### src/rtl/pc_jump.sv
// Program counter with Hack jump-condition decode: loads the A register value when the
// ALU flags satisfy the C-instruction jump bits, otherwise increments or holds.
module pc_jump #(
    parameter int WIDTH = 16
) (
    input  logic             clk,
    input  logic             rst_n,
    input  logic             clr,
    input  logic             jmp_en,
    input  logic [2:0]       j,
    input  logic             zr,
    input  logic             ng,
    input  logic [WIDTH-1:0] target,
    input  logic             inc,
    output logic [WIDTH-1:0] pc,
    output logic             taken
);

    // Gate primitives kept local so the decode reads as the datapath's gate-level netlist.
    function automatic logic _not(input logic a);
        return ~a;
    endfunction

    function automatic logic _and(input logic a, input logic b);
        return a & b;
    endfunction

    function automatic logic _or(input logic a, input logic b);
        return a | b;
    endfunction

    logic ng_n;
    logic zr_n;
    logic jlt;
    logic jeq;
    logic jgt;
    logic cond;
    logic load;

    // With zr = ng = 1 (not produced by a sane ALU), "greater than" is false and the
    // other two terms are evaluated literally.
    assign ng_n = _not(ng);
    assign zr_n = _not(zr);
    assign jlt  = _and(j[2], ng);
    assign jeq  = _and(j[1], zr);
    assign jgt  = _and(j[0], _and(ng_n, zr_n));
    assign cond = _or(_or(jlt, jeq), jgt);
    assign load = _and(jmp_en, cond);

    // NOTE: sequential state uses non-blocking assignments so every register samples
    // pre-edge values; blocking here would create order-dependent simulation results.
    always_ff @(posedge clk or negedge rst_n) begin
        if (!rst_n) begin
            pc    <= '0;
            taken <= 1'b0;
        end else if (clr) begin
            pc    <= '0;
            taken <= 1'b0;
        end else if (load) begin
            pc    <= target;
            taken <= 1'b1;
        end else if (inc) begin
            pc    <= pc + 1'b1;
            taken <= 1'b0;
        end else begin
            taken <= 1'b0;
        end
    end

endmodule

### config.mk
export PLATFORM = sky130hd
export DESIGN_NAME = pc_jump
export DESIGN_NICKNAME = d
export VERILOG_FILES = /design/src/rtl/pc_jump.sv
export SDC_FILE = /design/constraint.sdc
export NUM_CORES = 1
export LEC_CHECK = 0
export ABC_AREA = 1
export BUFFER_PORTS_ARGS = -buffer_cell sky130_fd_sc_hd__buf_2
export CORE_MARGIN = 2
export CORE_UTILIZATION = 50
export DETAILED_ROUTE_END_ITERATION = 8
export GPL_TIMING_DRIVEN = 0
export PLACE_DENSITY = 0.79
export RECOVER_POWER = 50
export SETUP_SLACK_MARGIN = 0.1
export SYNTH_ARGS = -nofsm -noshare
export SYNTH_HDL_FRONTEND = slang
export SYNTH_SLANG_ARGS = --single-unit
### constraint.sdc
create_clock -name clk -period 1.75 [get_ports clk]
set_input_delay 0.0875 -clock clk [delete_from_list [all_inputs] [get_ports clk]]
set_output_delay 0.0875 -clock clk [all_outputs]
set_load 0.02 [all_outputs]
==> results by group, run 1 <==
Run status
  • Status: complete, no violations

Clock tree
  • CTS sink count: 17
  • CTS-repair resized insts: 0
  • Worst skew pair latency: 310 ps
  • Clk root buf: clkbuf_4
  • Max H-tree Level: 1
  • Clock Tree Buf Depth: 2
  • Reg clk slew, reported paths: 110 ps
  • CTS tree: yes
  • Num CTS Buffers: 3

Routing
  • DRC violations left: 0
  • WL/cell: 11.4 um
  • Routed wire length: 3200 um
  • Via density: 5.08
  • First DRT Iteration DRCs: 31
  • Detailed Routing Iterations Pass 1: 4
  • Via count: 1,433
  • Final antenna-violating net count: 0

Yosys
  • Mapped Avg Cell Area: 6.55 um^2
  • Post-synthesis cell area: 1330 um^2
  • Synth area leaders: dfrtp_1 (32%), nand2_1 (23%), nand3_1 (11%)
  • Syn_nets: 230
  • Post-synthesis cell count: 203
  • Yosys reg bits: 17
  • Seq/Total Area, Yosys: 32.0%
  • Post-synthesis simple-gate area fraction: 51.6%
  • Post-synthesis xor/xnor area fraction: 1.32%
  • Compound-Gate Fraction of Synth Area: 5.27%
  • Syn. warnings: 0
  • Yosys top cell by area: dfrtp_1
  • Synth cell types: 25
  • Largest family of logic cells by synthesized area: simple AND/OR/NAND/NOR gates
  • Area share of the largest cell type after synthesis: 32.0%
  • Adder-Cell Fraction of Synth Area: 0.942%
  • Post-synthesis mux area share: 0%

Global routing
  • Global-route wire length before repair: 5550 um
  • Grt ovf: 0
  • GRT Total Usage: 21.9%
  • Vias in the first global route: 1,320
  • Initial antenna violation count: 0
  • Largest net degree at the start of global routing: 18

Timing
  • Clk_skew: 9.49 ps
  • Period Utilization, post-route: 82.9%
  • Setup violators final: 0
  • Max_slew headroom: 36.3%
  • Hold slack: 60.3 ps
  • Final hold vios: 0
  • RSZ-0062 raised after global routing: no
  • Fin. max-slew vios: 0
  • Fin Setup TNS: 0 ps
  • Min Tclk post-route: 1450 ps
  • Worst Tran Pin Value: 956 ps
  • Peak Freq: 0.689 GHz

Finish
  • Non-Filler Instances: 282
  • Final instance area: 1610 um^2
  • Diode count: 0
  • Multi-input gate area: 786 um^2
  • Layout Nets: 280
  • Share of cells above drive strength 1: 23.8%
  • Final core utilization: 64.6%
  • FILL cells: 243
  • Layout area overhead: 21.5%
  • Register area: 425 um^2

Placed design
  • Placer Congestion: 0.909
  • Placed cell area: 1580 um^2
  • Cells after DPL: 275
  • Port Buffer Count: 42
  • Post-DP HPWL: 2350 um

Critical path
  • Arrival time at the worst endpoint: 1700 ps
  • CP Class: reg -> reg
  • Cells along the critical path: ha_1, nand2_1, nor2_2, nand2_1, nand2_1, nand3_1, nand2_1, nand2_1, o21ai_1
  • Crit-path slowest cell: dfrtp_1
  • Required @ worst endpoint: 2000 ps
  • CP Launch Type: flop
  • R2R depth: 9
  • Critical path capture point type: flop
  • Most frequent cell on the critical path: nand2_1
  • CP max FO: 4
  • Crit-path max cell delay: 420 ps

Floorplan
  • # IOs: 43
  • Die ar.: 3090 um^2
  • Die height: 55.6 um
  • Core ar.: 2500 um^2
  • Initial Util: 53.2%
  • Row cnt: 18
  • Die X: 55.6 um

Job
  • Max-cap violations: 0

Power and ir drop
  • Leak: 0.000831 uW
  • Pwr dens: 637 nW/um^2
  • VDD IR-drop max: 479 uV

Min path
  • Worst hold path type: in -> reg
  • Min-Delay Path Depth: 5
-- worst paths after layout --
check	start	end	slack, ps
setup / recovery	pc[0]$_DFFE_PN0P_	pc[8]$_DFFE_PN0P_	300
hold / removal	target[6]	pc[6]$_DFFE_PN0P_	60
setup reg to reg	pc[0]$_DFFE_PN0P_	pc[8]$_DFFE_PN0P_	300
hold reg to reg	pc[15]$_DFFE_PN0P_	pc[15]$_DFFE_PN0P_	580
max in group asynchronous	rst_n	pc[7]$_DFFE_PN0P_	740
min in group asynchronous	rst_n	pc[5]$_DFFE_PN0P_	430
-- sequential cells by signal, indices dropped and copies added (netlist names) --
register	cells
pc	16
taken	1
-- kinds of logic after synthesis --
family / after synthesis
adders and majority gates: 1
DFF: 17
xor gates and xnor gates: 2
buffers and inverters: 17
AOI/OAI and AO/OA: 11
and+or+nand+nor: 155
-- cells in the final DEF, fill, tap and decap left out, types with 2 or more instances in the layout --
master / count
nor2_1: 28
nand4_1: 3
clkbuf_4: 3
buf_2: 34
nand3_1: 28
nand2_1: 80
nand3_2: 3
o21bai_1: 2
dfrtp_1: 17
clkbuf_1: 9
inv_1: 11
o21ai_0: 3
dlygate4sd3_1: 2
nor2_2: 6
xor2_1: 2
o21ai_1: 4
clkbuf_8: 3
nand2_2: 2
-- power breakdown --
| group | internal, uW | switching (uW) | leakage [uW] | total [uW] |
|---|---|---|---|---|
| registers | 428 | 51.1 | 0.000227 | 480 |
| clock network | 85.6 | 145 | 0.0000177 | 230 |
| logic | 126 | 192 | 0.000586 | 318 |
| total | 640 | 388 | 0.000831 | 1030 |
-- worst max-delay path, delay by kind of cell, from the launching register on --
kind / cells / cell delay [ps]
and+or+nand+nor: 7 / 680
DFF: 1 / 420
AOI/OAI and AO/OA: 1 / 80
adders and majority gates: 1 / 210
-- stage by stage --
| step | total power (uW) | worst slack (ps) |
|---|---|---|
| global placement | 798 | 330 |
| floorplan | 688 | 326 |
| CTS | 1030 | 289 |
| finish | 1030 | 300 |
| detailed placement | 803 | 314 |
| global route | 1080 | 101 |
-- layer usage --
metal | track usage (%) | share of wire (%) | vias to the layer above
li1 | - | - | 745
met1 | 29.1 | 47 | 641
met2 | 37.4 | 46 | 42
met3 | 2.58 | 5.2 | 5
met4 | 6.27 | 1.5 | 0
met5 | 0 | 0 | -
-- cell type report --
class | count | share of cell area [%]
Inverter | 12 | 2.79
Clock inverter | 1 | 0.310
Tap cell | 30 | 2.33
Sequential cell | 17 | 26.4
Clock buffer | 3 | 1.40
Multi-Input combinational cell | 169 | 48.7
Timing Repair Buffer | 45 | 14.1
Buffer | 5 | 4.03
-- Yosys cell counts --
cell and count:
ha_1 1, nor2_2 6, o21bai_1 2, nand2_1 80
inv_1 11, nand3_1 28, nand2_2 2, dfrtp_1 17
nor2_4 1, inv_2 1, o21ai_1 4, nand2_4 1
nand4_1 3, buf_12 1, nand3b_1 1, or2_2 1
xor2_1 2, clkbuf_8 3, a21oi_2 1, o21ai_0 3
nor2_1 28, buf_6 1, nor3_1 1, a21boi_2 1
nand3_2 3
-- what timing repair did --
| item | 4_1_cts | 5_1_grt |
|---|---|---|
| buffers inserted | 0 | 1 |
| setup endpoints to repair | 0 | 1 |
| hold endpoints to repair | 18 | 0 |
| hold buffers | 2 | 0 |
Power figures use the tool's default switching activity.
==> run 2: changes to the inputs <==
Settings changed: CORE_UTILIZATION 50 to 45, PLACE_DENSITY 0.79 to 0.75.
Clock period 1.75 ns to 1.3 ns, I/O delays scaled along.
==> run 2 against run 1 <==
Compared with the run above:
- final cell count rose by 2.8%
- final area rose by 11%
- critical path type unchanged
- fmax rose by 13%
- core utilization fell by 0.19 points
==> results by group, run 2 (synthesis results as in run 1) <==
Finish
  • Share of cells above drive strength 1: 38.6% (+15 points)
  • Biggest regs: pc: 16 flops, taken: 1 flops
  • Layout area overhead: 34.7%
  • Diode count: 0 (unchanged)
  • Most frequent cells in the layout: nand2_1 (75), buf_2 (39), nand3_1 (27)
  • Layout Nets: 287 (+2.5%)
  • Leading cell type in the layout, fill and taps excluded: nand2_1
  • Final instance area: 1790 um^2 (+11%)
  • Top reg by flops: pc
  • Max FFs per register: 16 (unchanged)
  • Non-Filler Instances: 290 (+2.8%)

Critical path
  • Worst path bufs/invs: 0 (unchanged)
  • Most frequent cell on the critical path: nand2_1
  • Crit-path slowest cell: dfrtp_2
  • CP Class: reg -> reg
  • Cells along the critical path: ha_4, nand2_4, nor2_4, nand2_2, o21ai_2, nand3_1, nand2_1, nand2_1
  • CP Launch Type: flop
  • Critical path capture point type: flop
  • Top Family by Delay on Critical Path: simple AND/OR/NAND/NOR gates
  • CP max FO: 4 (unchanged)
  • Required @ worst endpoint: 1510 ps (-490 ps)
  • Worst reg2reg setup slack: 20 ps (-280 ps)
  • Arrival time at the worst endpoint: 1490 ps (-210 ps)
  • Crit-path max cell delay: 420 ps (about the same)

Routing
  • Routed wire length: 3320 um (+3.7%)
  • Final antenna-violating net count: 0 (unchanged)
  • DRC violations left: 0 (unchanged)
  • Via count: 1,456 (+1.6%)
  • WL/cell: 11.5 um (+0.82%)
  • First DRT Iteration DRCs: 27 (-13%)
  • Via density: 5.02 (-1.2%)
  • Detailed Routing Iterations Pass 1: 4 (unchanged)

Timing
  • Clk_skew: 1.38 ps (-8.12 ps)
  • Peak Freq: 0.780 GHz (+13%)
  • Max_slew headroom: 36.2% (-0.11 points)
  • Worst Tran Pin Value: 958 ps (+1.70 ps)
  • Final hold vios: 0 (unchanged)
  • RSZ-0062 raised after global routing: yes
  • Setup violators final: 0 (unchanged)
  • Fin Setup TNS: 0 ps (unchanged)
  • Min Tclk post-route: 1280 ps (-169 ps)
  • Period Utilization, post-route: 98.6% (+16 points)
  • Fin. max-slew vios: 0 (unchanged)

Floorplan
  • Core ar.: 2780 um^2 (+11%)
  • Die X: 58.3 um (+5.0%)
  • Die height: 58.3 um (+5.0%)
  • Die ar.: 3400 um^2 (+10%)
  • Initial Util: 47.8% (-5.4 points)
  • Row cnt: 19 (+1)
  • # IOs: 43 (unchanged)

Placed design
  • Port Buffer Count: 42 (unchanged)
  • Cells after DPL: 276 (+0.36%)
  • Placer Congestion: 0.861 (-5.3%)
  • Placed cell area: 1630 um^2 (+3.4%)
  • Post-DP HPWL: 2390 um (+1.6%)

Global routing
  • Grt ovf: 0 (unchanged)
  • Vias in the first global route: 1,355 (+2.7%)
  • GRT Total Usage: 21.9% (-0.061 points)
  • Largest net degree at the start of global routing: 18 (unchanged)
  • Global-route wire length before repair: 5760 um (+3.9%)
  • Initial antenna violation count: 0 (unchanged)

Clock tree
  • Num CTS Buffers: 3 (unchanged)
  • Max H-tree Level: 1 (unchanged)
  • Worst skew pair latency: 310 ps (about the same)
  • Clock Tree Buf Depth: 2 (unchanged)
  • CTS tree: yes
  • Clk root buf: clkbuf_4
  • Reg clk slew, reported paths: 100 ps (about the same)
  • CTS sink count: 17 (unchanged)

Power and ir drop
  • Leak: 0.000890 uW (+7.1%)
  • VDD IR-drop max: 690 uV (+44%)
  • Pwr dens: 808 nW/um^2 (+27%)

Min path
  • Worst hold path type: in -> reg

Run status
  • Status: complete, no violations

Job
  • Max-cap violations: 0 (unchanged)
[run 2: worst reg2reg max path, cell delays in order, from the launching register on]
cell and delay, ps:
dfrtp_2 420, ha_4 170, nand2_4 60, nor2_4 130, nand2_2 90, o21ai_2 130, nand3_1 80, nand2_1 60
nand2_1 40
[run 2: final timing paths]
kind                                    start            endpoint  cells past startpoint
max                         pc[0]$_DFFE_PN0P_  pc[10]$_DFFE_PN0P_                      8
min                                 target[6]   pc[6]$_DFFE_PN0P_                      5
max reg2reg                 pc[0]$_DFFE_PN0P_  pc[10]$_DFFE_PN0P_                      8
min reg2reg                pc[15]$_DFFE_PN0P_  pc[15]$_DFFE_PN0P_                      2
max in group asynchronous               rst_n  pc[10]$_DFFE_PN0P_                      2
min in group asynchronous               rst_n   pc[3]$_DFFE_PN0P_                      2
[run 2: report_power, final]
group / total (uW) / switching, uW / internal (uW)
logic: 480 / 273 / 208
registers: 658 / 74.2 / 584
clock network: 308 / 188 / 120
[run 2: timing repair]
action	CTS	global route
hold buffers	2	0
setup buffers	6	2
hold endpoints to repair	18	0
cloned	0	0
gates resized for setup	6	9
setup endpoints to repair	11	14
pin swaps	10	2
[run 2: final cells by class]
cell class / count / area (um^2)
Timing Repair Buffer: 52 / 299
Fill cell: 275 / 991
Inverter: 12 / 45.0
Clock buffer: 4 / 26.3
Buffer: 5 / 72.6
Tap cell: 31 / 38.8
Multi-Input combinational cell: 169 / 868
Sequential cell: 17 / 440
[run 2: per-layer routing]
metal	GRT usage [%]	up-vias	part of all wire, %
li1	-	761	-
met1	28.9	655	46
met2	36.4	38	49
met3	3.08	2	4.5
met4	7.97	0	1.1
met5	0	-	0
[run 2: metrics by stage]
step	worst slack, ps	hold slack [ps]	util (%)	total power [uW]
final	18.4	34.9	64.4	1450
after detailed placement	4.36	17.5	58.6	1100
after global routing	-71.8	41.2	64.4	1550
after CTS	27.8	39.7	63.0	1430
after global placement	15.7	15.4	58.6	1100
after floorplan	22.3	-231	-	949
==> run 3: changes to the inputs <==
Settings changed: CORE_UTILIZATION 45 to 37, PLACE_DENSITY 0.75 to unset.
==> run 3 against run 2 <==
Compared with the run above:
- first-iteration DRC count grew to 2.6 times the previous value
- register-to-register slack worse by 40 ps
- sequential cell count stayed put
- routed wire length is 8.9% higher
- clock power is 2% lower
- setup slack worse by 37 ps
- largest power group unchanged
- critical path depth is 1 higher
- total power is 3.0% higher
- the run now ends with negative setup slack left
==> results by group, run 3 (synthesis results as in run 1) <==
Timing
  • Max_slew headroom: 32.1% (-4.1 points)
  • Clk_skew: 8.30 ps (+6.92 ps)
  • Worst setup margin: -18.5 ps (-36.9 ps)
  • Fin. max-slew vios: 0 (unchanged)
  • Worst Tran Pin Value: 1020 ps (+61.2 ps)
  • Min Tclk post-route: 1320 ps (+36.9 ps)
  • Hold slack: 39.7 ps (+4.83 ps)
  • Final hold vios: 0 (unchanged)
  • Period Utilization, post-route: 101% (+2.8 points)
  • RSZ-0062 raised after global routing: yes
  • Setup violators final: 2 (+2)
  • Peak Freq: 0.758 GHz (-2.8%)
  • Fin Setup TNS: -24.9 ps (-24.9 ps)

Routing
  • Routed wire length: 3620 um (+8.9%)
  • Via count: 1,484 (+1.9%)
  • DRC violations left: 0 (unchanged)
  • Via density: 4.74 (-5.6%)
  • First DRT Iteration DRCs: 71 (+160%)
  • Detailed Routing Iterations Pass 1: 4 (unchanged)
  • WL/cell: 11.6 um (+0.85%)
  • Final antenna-violating net count: 0 (unchanged)

Finish
  • Layout area overhead: 46.9%
  • Biggest regs: pc: 16 flops, taken: 1 flops
  • Share of cells above drive strength 1: 45.7% (+7.1 points)
  • Leading cell type in the layout, fill and taps excluded: nand2_1
  • Diode count: 0 (unchanged)
  • Max FFs per register: 16 (unchanged)
  • Top reg by flops: pc
  • Final core utilization: 57.6% (-6.8 points)
  • Most frequent cells in the layout: nand2_1 (68), buf_2 (39), nand3_1 (23)
  • Layout Nets: 295 (+2.8%)

Clock tree
  • Num CTS Buffers: 3 (unchanged)
  • CTS sink count: 17 (unchanged)
  • CTS tree: yes
  • Reg clk slew, reported paths: 120 ps (+20 ps)
  • Clk root buf: clkbuf_4
  • Worst skew pair latency: 300 ps (about the same)
  • Clock Tree Buf Depth: 2 (unchanged)
  • Max H-tree Level: 1 (unchanged)

Run status
  • Status: finished with violations
  • Failing checks: negative setup slack

Global routing
  • Vias in the first global route: 1,403 (+3.5%)
  • Grt ovf: 0 (unchanged)
  • GRT Total Usage: 18.6% (-3.3 points)
  • Largest net degree at the start of global routing: 18 (unchanged)
  • Global-route wire length before repair: 6120 um (+6.2%)
  • Initial antenna violation count: 0 (unchanged)

Floorplan
  • Die ar.: 4090 um^2 (+20%)
  • Row cnt: 21 (+2)
  • Die height: 63.9 um (+9.6%)
  • Die X: 63.9 um (+9.6%)
  • Core ar.: 3390 um^2 (+22%)
  • Initial Util: 39.2% (-8.6 points)
  • # IOs: 43 (unchanged)

Placed design
  • Port Buffer Count: 42 (unchanged)
  • Post-DP HPWL: 2520 um (+5.5%)
  • Setup WS pre-CTS: -7.56 ps (-11.9 ps)
  • Placer Congestion: 0.831 (-3.5%)

Power and ir drop
  • Pwr dens: 763 nW/um^2 (-5.5%)
  • VDD IR-drop max: 363 uV (-47%)
  • Leak: 0.000977 uW (+9.8%)

Critical path
  • Arrival time at the worst endpoint: 1520 ps (+30 ps)
  • Critical path capture point type: flop
  • CP max FO: 5 (+1)
  • CP Class: reg -> reg
  • Required @ worst endpoint: 1510 ps (about the same)
  • CP Launch Type: flop

Job
  • Max-cap violations: 0 (unchanged)

Min path
  • Worst hold path type: in -> reg
==> run 3: cell count changes in the layout (fill, tap and decap cells not counted), moves of 2 or more <==
cell and change:
nor2_4 +2, nand3_2 +3, nor2_2 -2, nand2_1 -7, buf_6 +3, buf_4 +5, nand2_2 +5, nand3_1 -4
nand2_4 +2
==> run 3: through the flow <==
stage / power, uW / cells / area, um^2
finish: 1490 / 313 / 1950
global route: 1600 / 313 / 1950
CTS: 1440 / 303 / 1770
detailed placement: 1110 / 291 / 1650
global placement: 1100 / 291 / 1650
floorplan: 949 / 203 / 1380
==> run 3: where the power goes <==
group	switching (uW)	total [uW]	internal, uW
Clock	187	302	115
Combinational	290	524	234
Sequential	79.5	664	584
Total	557	1490	933
==> run 3: layout make-up <==
class                   count  area, um^2
clock buffers               3        22.5
repair buffers             60         370
inverters                  12        47.5
multi-input cells         169         935
flip-flops and latches     17         442
fillers                   336        1440
well taps                  46        57.6
plain buffers               5        72.6
clock inverters             1        5.00
==> run 3: worst paths after layout <==
check	start	endpoint	slack, ps	cells past startpoint
worst max-delay path	pc[1]$_DFFE_PN0P_	pc[6]$_DFFE_PN0P_	-20	9
worst min-delay path	target[1]	pc[1]$_DFFE_PN0P_	40	5
worst max register to register	pc[1]$_DFFE_PN0P_	pc[6]$_DFFE_PN0P_	-20	9
worst min register to register	pc[15]$_DFFE_PN0P_	pc[15]$_DFFE_PN0P_	580	2
max in group asynchronous	rst_n	pc[10]$_DFFE_PN0P_	170	2
min in group asynchronous	rst_n	pc[3]$_DFFE_PN0P_	440	2
==> run 3: timing repair <==
| item | in CTS | in global routing |
|---|---|---|
| buffers inserted | 6 | 10 |
| pin swaps | 7 | 20 |
| hold buffers | 2 | 0 |
| gates resized for setup | 5 | 32 |
| endpoints found under the setup margin | 12 | 14 |
| endpoints found under the hold margin | 18 | 0 |
==> run 3: critical path, stage by stage (launching register included) <==
cell and delay, ps:
dfrtp_2 440, ha_4 180, nand3_4 90, nor2_4 160, buf_6 110, nand2_2 40, nand3_2 50, nand2_1 50
nand2_1 50, nand2_1 50
==> run 3: routing by layer <==
metal  routed length (um)  vias up  global-route usage [%]
li1                     -      774                       -
met4                   46        0                    6.52
met3                  142        4                    1.76
met2                 1690       35                    32.4
met5                    0        -                       0
met1                 1730      671                    23.8
